$ cat config.mk
export PLATFORM = sky130hd
export DESIGN_NAME = reset_sequencer
export DESIGN_NICKNAME = d
export VERILOG_FILES = /design/src/rtl/reset_seq_pkg.sv /design/src/rtl/reset_sync_chain.sv /design/src/rtl/reset_sequencer.sv
export SDC_FILE = /design/constraint.sdc
export NUM_CORES = 1
export LEC_CHECK = 0
export BUFFER_PORTS_ARGS = -buffer_cell sky130_fd_sc_hd__buf_2
export CAP_MARGIN = 20
export CORE_AREA = 2 2 50 52
export CTS_CLUSTER_SIZE = 16
export DETAILED_ROUTE_END_ITERATION = 7
export DIE_AREA = 0 0 52 54
export PLACE_DENSITY = 0.7
export SLEW_MARGIN = 20
export SYNTH_ARGS = -nofsm -noshare
export SYNTH_HDL_FRONTEND = slang
export SYNTH_SLANG_ARGS = --single-unit
export TNS_END_PERCENT = 10
$ cat constraint.sdc
create_clock -name clk -period 1.6 [get_ports clk]
set_input_delay 0.32 -clock clk [delete_from_list [all_inputs] [get_ports clk]]
set_output_delay 0.32 -clock clk [all_outputs]
set_load 0.1 [all_outputs]
$ cat src/rtl/reset_seq_pkg.sv
// Shared definitions for the reset sequencer: state encoding, counter sizing
// and a legality check for the parameter set.
package reset_seq_pkg;

    typedef enum logic [2:0] {
        SYNC,
        HOLD,
        RELEASE,
        RUN,
        SW_HOLD
    } state_e;

    // Width needed so a single counter can reach the longest in-state count
    // without wrapping.
    function automatic int cnt_width(input int hold_cycles,
                                     input int sw_hold_cycles,
                                     input int num_out,
                                     input int stagger);
        int longest;
        longest = hold_cycles;
        if (sw_hold_cycles > longest) begin
            longest = sw_hold_cycles;
        end
        if ((num_out - 1) * stagger > longest) begin
            longest = (num_out - 1) * stagger;
        end
        return (longest < 1) ? 1 : $clog2(longest + 1);
    endfunction

    // True when every parameter sits inside its legal range.
    function automatic bit params_legal(input int sync_stages,
                                        input int hold_cycles,
                                        input int num_out,
                                        input int stagger,
                                        input int sw_hold_cycles);
        return (sync_stages >= 2) && (hold_cycles >= 1) && (num_out >= 1) &&
               (stagger >= 1) && (sw_hold_cycles >= 1);
    endfunction

endpackage

$ cat src/rtl/reset_sync_chain.sv
// Reset deassertion synchronizer: clears instantly on rst and lets a constant
// 1 ripple through STAGES flops so the release is aligned to clk.
module reset_sync_chain
    import reset_seq_pkg::*;
#(
    parameter int STAGES = 3
) (
    input  logic clk,
    input  logic rst,
    output logic sync_o
);

    logic [STAGES-1:0] chain_q;

    // Shift a constant 1 toward the output; rst empties the whole chain.
    always_ff @(posedge clk or posedge rst) begin
        if (rst) begin
            chain_q <= '0;
        end else begin
            chain_q <= {chain_q[STAGES-2:0], 1'b1};
        end
    end

    assign sync_o = chain_q[STAGES-1];

endmodule

$ cat src/rtl/reset_sequencer.sv
// Reset network generator: synchronizes the raw reset release, stretches it,
// then releases NUM_OUT domains on a fixed stagger. A software request in RUN
// re-asserts every domain and replays the release, acknowledged with sw_ack.
module reset_sequencer
    import reset_seq_pkg::*;
#(
    parameter int SYNC_STAGES    = 3,
    parameter int HOLD_CYCLES    = 16,
    parameter int NUM_OUT        = 4,
    parameter int STAGGER        = 2,
    parameter int SW_HOLD_CYCLES = 8
) (
    input  logic               clk,
    input  logic               rst,
    input  logic               sw_req,
    output logic               sw_ack,
    output logic [NUM_OUT-1:0] rst_out,
    output logic               ready
);

    localparam int CNT_W = cnt_width(HOLD_CYCLES, SW_HOLD_CYCLES, NUM_OUT, STAGGER);

    // HOLD is entered one edge later than SW_HOLD relative to its trigger,
    // so it stops one count earlier to keep the documented timelines.
    localparam logic [CNT_W-1:0] HOLD_LAST = CNT_W'(HOLD_CYCLES - 1);
    localparam logic [CNT_W-1:0] SW_LAST   = CNT_W'(SW_HOLD_CYCLES);
    localparam logic [CNT_W-1:0] REL_LAST  = CNT_W'((NUM_OUT - 1) * STAGGER);

    if (!params_legal(SYNC_STAGES, HOLD_CYCLES, NUM_OUT, STAGGER, SW_HOLD_CYCLES)) begin : g_param_check
        $error("reset_sequencer: parameter set out of legal range");
    end

    state_e             state_q, state_d;
    logic [CNT_W-1:0]   cnt_q, cnt_d;
    logic [NUM_OUT-1:0] rst_out_q, rst_out_d;
    logic               ready_q, ready_d;
    logic               sw_ack_q, sw_ack_d;
    logic               sw_active_q, sw_active_d;
    logic               sync_out;

    reset_sync_chain #(
        .STAGES(SYNC_STAGES)
    ) u_sync (
        .clk   (clk),
        .rst   (rst),
        .sync_o(sync_out)
    );

    // Domains whose release step has been reached by the given step.
    function automatic logic [NUM_OUT-1:0] released_mask(input logic [CNT_W-1:0] step);
        logic [NUM_OUT-1:0] mask;
        mask = '0;
        for (int i = 0; i < NUM_OUT; i++) begin
            mask[i] = (i * STAGGER <= int'(step));
        end
        return mask;
    endfunction

    // State, counter and output flops; rst forces the full reset picture.
    always_ff @(posedge clk or posedge rst) begin
        if (rst) begin
            state_q     <= SYNC;
            cnt_q       <= '0;
            rst_out_q   <= '1;
            ready_q     <= 1'b0;
            sw_ack_q    <= 1'b0;
            sw_active_q <= 1'b0;
        end else begin
            state_q     <= state_d;
            cnt_q       <= cnt_d;
            rst_out_q   <= rst_out_d;
            ready_q     <= ready_d;
            sw_ack_q    <= sw_ack_d;
            sw_active_q <= sw_active_d;
        end
    end

    // Sequencing: releases only ever clear bits, so each domain drops once.
    always_comb begin
        state_d     = state_q;
        cnt_d       = cnt_q;
        rst_out_d   = rst_out_q;
        ready_d     = ready_q;
        sw_ack_d    = 1'b0;
        sw_active_d = sw_active_q;
        case (state_q)
            SYNC: begin
                if (sync_out) begin
                    state_d = HOLD;
                    cnt_d   = '0;
                end
            end
            HOLD: begin
                if (cnt_q == HOLD_LAST) begin
                    state_d   = RELEASE;
                    cnt_d     = '0;
                    rst_out_d = rst_out_q & ~released_mask('0);
                end else begin
                    cnt_d = cnt_q + CNT_W'(1);
                end
            end
            SW_HOLD: begin
                if (cnt_q == SW_LAST) begin
                    state_d   = RELEASE;
                    cnt_d     = '0;
                    rst_out_d = rst_out_q & ~released_mask('0);
                end else begin
                    cnt_d = cnt_q + CNT_W'(1);
                end
            end
            RELEASE: begin
                if (cnt_q == REL_LAST) begin
                    state_d     = RUN;
                    cnt_d       = '0;
                    ready_d     = 1'b1;
                    sw_ack_d    = sw_active_q;
                    sw_active_d = 1'b0;
                end else begin
                    cnt_d     = cnt_q + CNT_W'(1);
                    rst_out_d = rst_out_q & ~released_mask(cnt_q + CNT_W'(1));
                end
            end
            RUN: begin
                if (sw_req) begin
                    state_d     = SW_HOLD;
                    cnt_d       = '0;
                    rst_out_d   = '1;
                    ready_d     = 1'b0;
                    sw_active_d = 1'b1;
                end
            end
            default: begin
                state_d = SYNC;
            end
        endcase
    end

    assign rst_out = rst_out_q;
    assign ready   = ready_q;
    assign sw_ack  = sw_ack_q;

endmodule

Word-level counts from Yosys, hierarchy flattened. Cells that the tools add are included. Widths: inputs -> output; s select.

Flip-flop bits (word level): 18. Output and inout port bits: 6. Input bits: 3.

Magnitude comparators: 3. Mux-type cells: 25. Eq/ne operators: 13. Reduce and logical (&&, ||, !) cells: 9. $add $sub $neg: 1. Bitwise gates (word level): 4.

Operators by type and width (number): $mux 5 (5); $pmux 5 s5 (1); $pmux 4 s4 (1); $mux 3 (5); $pmux 3 s5 (1); $reduce_and 5->1 (3); $eq 5x4->1 const B (2); $le 3x5->1 const A (2); $ne 2x2->1 const B (5); $mux 1 (8); $mux 4 (2); $eq 3x2->1 const B (2); $reduce_and 3->1 (2); $add 5x1->5 const B (1); $eq 5x3->1 const B (1); $le 2x5->1 const A (1); $reduce_bool 5->1 (1); $and 4x4->4 (1); $not 4->4 (1); $pmux 1 s2 (2); $reduce_bool 4->1 (1); $eq 3x1->1 const B (1); $eq 3x3->1 const B (1); $logic_not 3->1 (1); other kinds (3) (4).

Depth between registers and ports, before layout.
Word-level depth: 6. Depth in mapped cells: 8. Depth with buffers taken out: 8.

By module. Synthesis repeated with hierarchy kept, for this count alone.

Cells, all modules: 115. Area, all modules: 1098.6 um^2.

By module, submodules not included: reset_sequencer (seq. area each 380.4 um^2, area each 1016.0 um^2, instances 1, cells an instance 110); reset_sync_chain (seq. area each 75.1 um^2, area each 82.6 um^2, instances 1, cells an instance 5).

Worst setup path after synthesis. Ideal clock, no wire load.

Kind: register to register. Start: reg cnt_q[0]. End: reg state_q[0]. Data arrival time: 1.526 ns. Setup slack: 0.002 ns. Cell stages (with the launch flop): 7. Buffers on the path: 0. Library setup time: 0.072 ns. Cells stage by stage: dfrtp_1 -> ha_1 -> nand3_1 -> inv_1 -> ha_1 -> mux4_2 -> nor2_1.

Longest elaborated chain between the ends: 3. Elaborated cells on any way between the ends: 7. Those cells by class: 6 x eq/ne; 1 x reduce/logical.

Ends and longest elaborated chain: from (decl) (line reset_sequencer.sv:34) `logic [CNT_W-1:0] cnt_q, cnt_d;`; from (signal assigned) (line reset_sequencer.sv:70) `cnt_q <= cnt_d;`; $eq 5x3->1, or another cell as far along (line reset_sequencer.sv:112) `if (cnt_q == REL_LAST) begin`; $ne 2x2->1 (no line); $reduce_and 5->1 (no line) (*); to (signal assigned) (line reset_sequencer.sv:69) `state_q <= state_d;`; to (decl) (line reset_sequencer.sv:33) `state_e state_q, state_d;`.

Mark *: on every way between the ends. The rest lies on a longest branch, timed or not. A chain may end at the register's enable or synchronous reset.

Worst setup path after layout.
Start: reg cnt_q[0]. End: reg cnt_q[2].

Longest elaborated chain between the ends: 3. Elaborated cells on any way between the ends: 8. Those cells by class: 1 x add/sub; 3 x eq/ne; 4 x mux.

Ends and longest elaborated chain: $add 5x1->5, or another cell as far along (line reset_sequencer.sv:99, reset_sequencer.sv:108, reset_sequencer.sv:119); $mux 5 (on tied branches) (line reset_sequencer.sv:112, reset_sequencer.sv:94, reset_sequencer.sv:103); $pmux 5 s5 (*) (line reset_sequencer.sv:86) `case (state_q)`.

Marks and branches as above.

==> results.md <==
* Fillers at 203
* Pwr Density at 1815 nW/µm²
* Period utilisation layout at 1.006
* Vias in the first global route at 863
* First-pass GRT wire length at 3857 µm
* TritonCTS buffer count at 3
* Dpl cells at 153
* Peak Freq at 621.3 MHz
* Yosys top cell by area: dfrtp_1
* Critical Path AT at 1810 ps
* DRT antenna net count at 0
* Worst Setup Slack, final at -9.624 ps
* Hold Path Class: primary input to register
* FF/Latch Area at 456.7 µm²
* Hold Startpoint: sw_req
* Yosys reg bits at 18
* WS Path Type: register to register
* H-tree depth at 1
* Post-route DRC violation count at 0
* Clock-pin slew on the worst setup and hold paths at 110 ps
* Initial DRC Count at 19
* Final min period at 1610 ps
* Hold depth at 3
* GR Util All Layers at 0.1913
* Die Area at 2808 µm²
* Pre-Repair DR Iteration Count at 5
* Most frequent cells in the layout: 20 x buf_4, 13 x nand2_1, 13 x dfrtp_1, 7 x inv_1
* Min Hold Slack at 335.0 ps
* Post-Syn Area at 1104 µm²
* Post-DP Area at 1239 µm²
* Detail Placement HPWL at 1744 µm
* Final WL at 2315 µm
* CTS tree: done
* Non-filler cells, final at 161
* Switching power at 1.097 mW
* Drt wl/cell at 14.38 µm
* Clk sinks at 18
* Most common cell after layout, fill and taps aside: buf_4
* Fin. Hold Viols at 0
* Footprint of the multi-input gates at 610.6 µm²
* Top cells by area, synth: dfrtp_1 32%, dfstp_2 9.5%, ha_1 7.9%, nand4bb_4 5.0%, nand2_1 4.4%
* Reg2reg start: cnt_q[0]
* Layout Skew at 5.013 ps
* I/O Buffers at 8
* DIE HEIGHT at 54 µm
* Gpl congestion at 0.7839
* Worst-path fanout max at 5
* Setup crit end kind: register
* Outcome: finished, violations left
* Worst Hold End: rst_out[0]
* Core area at 2320 µm²
* Cells after Synth at 105
* R2R depth at 6
* P_leak at 0.6354 nW
* Number of setup violations in the final report at 2
* Final Max Tran Viols at 0
* Internal Power at 1.376 mW
* Max_cap viols at 0
* Yosys warning total at 0
* Via-per-instance ratio at 5.335
* Internal reg-to-reg setup slack at -10 ps
* Avg Cell Area, Syn at 10.51 µm²
* Antenna violations before repair at 0
* Clock Path Buffers at 2
* Switching share of power at 0.4436
* Req. time, crit path at 1800 ps
* Vias post-DR at 859
* Layout area overhead at 23.47%
* Core Util, Final at 0.5874
* Largest net degree at the start of global routing at 15
* Clk_lat worst skew at 300 ps
* I/O Pins at 9
* Register area share after synthesis at 0.4127
* FF-to-FF End: cnt_q[2]
* Ant diodes at 0
* Max rail drop VDD at 0.001068 V
* Die width at 52 µm
* Clock network fraction of total power at 0.115
* Comb power frac at 0.581
* Root buf cell: clkbuf_4
* Row count at 18
* Layout cells sized above 1 at 0.4122
* Total grt overflow at 0
* Cell variety after synth at 39
* Syn Nets at 115
* Startpoint types: register
* Register share of total power at 0.303
* Layout Nets at 142
* RSZ-0062 raised after global routing: yes
* Initial Util at 0.4757
* Finished Cell Area at 1363 µm²
* Failing checks: negative setup slack
* Top cell type's share of synthesized area at 0.3175
* Total power at 2.473 mW
cells in the mapped netlist, drive strengths merged:
cell      n
dfrtp    14
nand2    14
inv       9
ha        7
nor2b     5
dfstp     4
nand3     4
o21ai     4
a21oi     3
buf       3
nor2      3
nor3b     3
o211ai    3
a21o      2
a221o     2
a22oi     2
a31oi     2
nand4bb   2
nor3      2
xor2      2
a21boi    1
a222oi    1
a22o      1
and2b     1
clkbuf    1
conb      1
mux2      1
mux4      1
nand2b    1
nand3b    1
nor4      1
nor4bb    1
o22ai     1
o31ai     1
or2b      1
cells by family after synthesis:
logic type      Yosys count  synth area share
xor+xnor                  2           0.01588
buf+inv                  13           0.07369
other cells               1          0.003398
flops                    18            0.4127
mux                       2           0.03061
fa+ha+maj                 7           0.07936
simple gates             39            0.2336
compound gates           23            0.1508
state kept, by name (all words and copies together), names as in the netlist:
signal,count
state_q,3
rst_out,4
sw_active_q,1
u_sync.chain_q,3
cnt_q,5
ready,1
sw_ack,1
power groups by stage:
| stage | combinational [mW] | sequential (mW) | clock (mW) |
|---|---|---|---|
| detailed placement | 1.31 | 0.749 | 0 |
| global placement | 1.28 | 0.737 | 0 |
| CTS | 1.42 | 0.745 | 0.296 |
| finish | 1.44 | 0.750 | 0.286 |
| global route | 1.56 | 0.773 | 0.314 |
| floorplan | 0.753 | 0.992 | 0 |
through the flow:
stage	setup TNS (ps)	setup WS [ps]
finish	-9.710	-9.624
global route	-364.6	-139.5
CTS	-55.83	-31.36
floorplan	0	2.375
global placement	-16.36	-5.787
detailed placement	-239.5	-79.43
worst max-delay path, cell delays in order, from the launching register on:
cell       delay [ps]
dfrtp_1           420
inv_2             110
ha_2              210
nand4bb_4         150
a22oi_2           210
nand2_2           100
a221o_1           290
layer usage:
layer	track usage	share of wire	vias up
met3	0.02500	0.026	5
met2	0.3502	0.53	16
li1	-	-	421
met5	0	0	-
met1	0.2251	0.43	417
met4	0.07895	0.020	0
cell type report:
| class | count | area share |
|---|---|---|
| well taps | 30 | 0.02755 |
| multi-input cells | 74 | 0.4481 |
| clock buffers | 4 | 0.02663 |
| repair buffers | 26 | 0.1377 |
| flip-flops and latches | 18 | 0.3352 |
| inverters | 9 | 0.02479 |
worst max path at each step:
stage	from	endpoint	slack, ps	depth (start not counted)
after CTS	cnt_q[1]	rst_out[0]	-30	8
after floorplan	cnt_q[0]	state_q[0]	2	6
after global placement	cnt_q[0]	state_q[0]	-6	6
after global routing	cnt_q[1]	rst_out[0]	-140	8
after detailed placement	cnt_q[1]	rst_out[0]	-80	8
final	cnt_q[0]	cnt_q[2]	-10	6
repair_timing:
action / in CTS / in global routing
hold buffers: 1 / 0
setup endpoints to repair: 9 / 9
resized for setup: 13 / 4
pin swaps: 5 / 4
buffers inserted: 2 / 1
hold endpoints to repair: 2 / 0
Power figures use the tool's default switching activity.
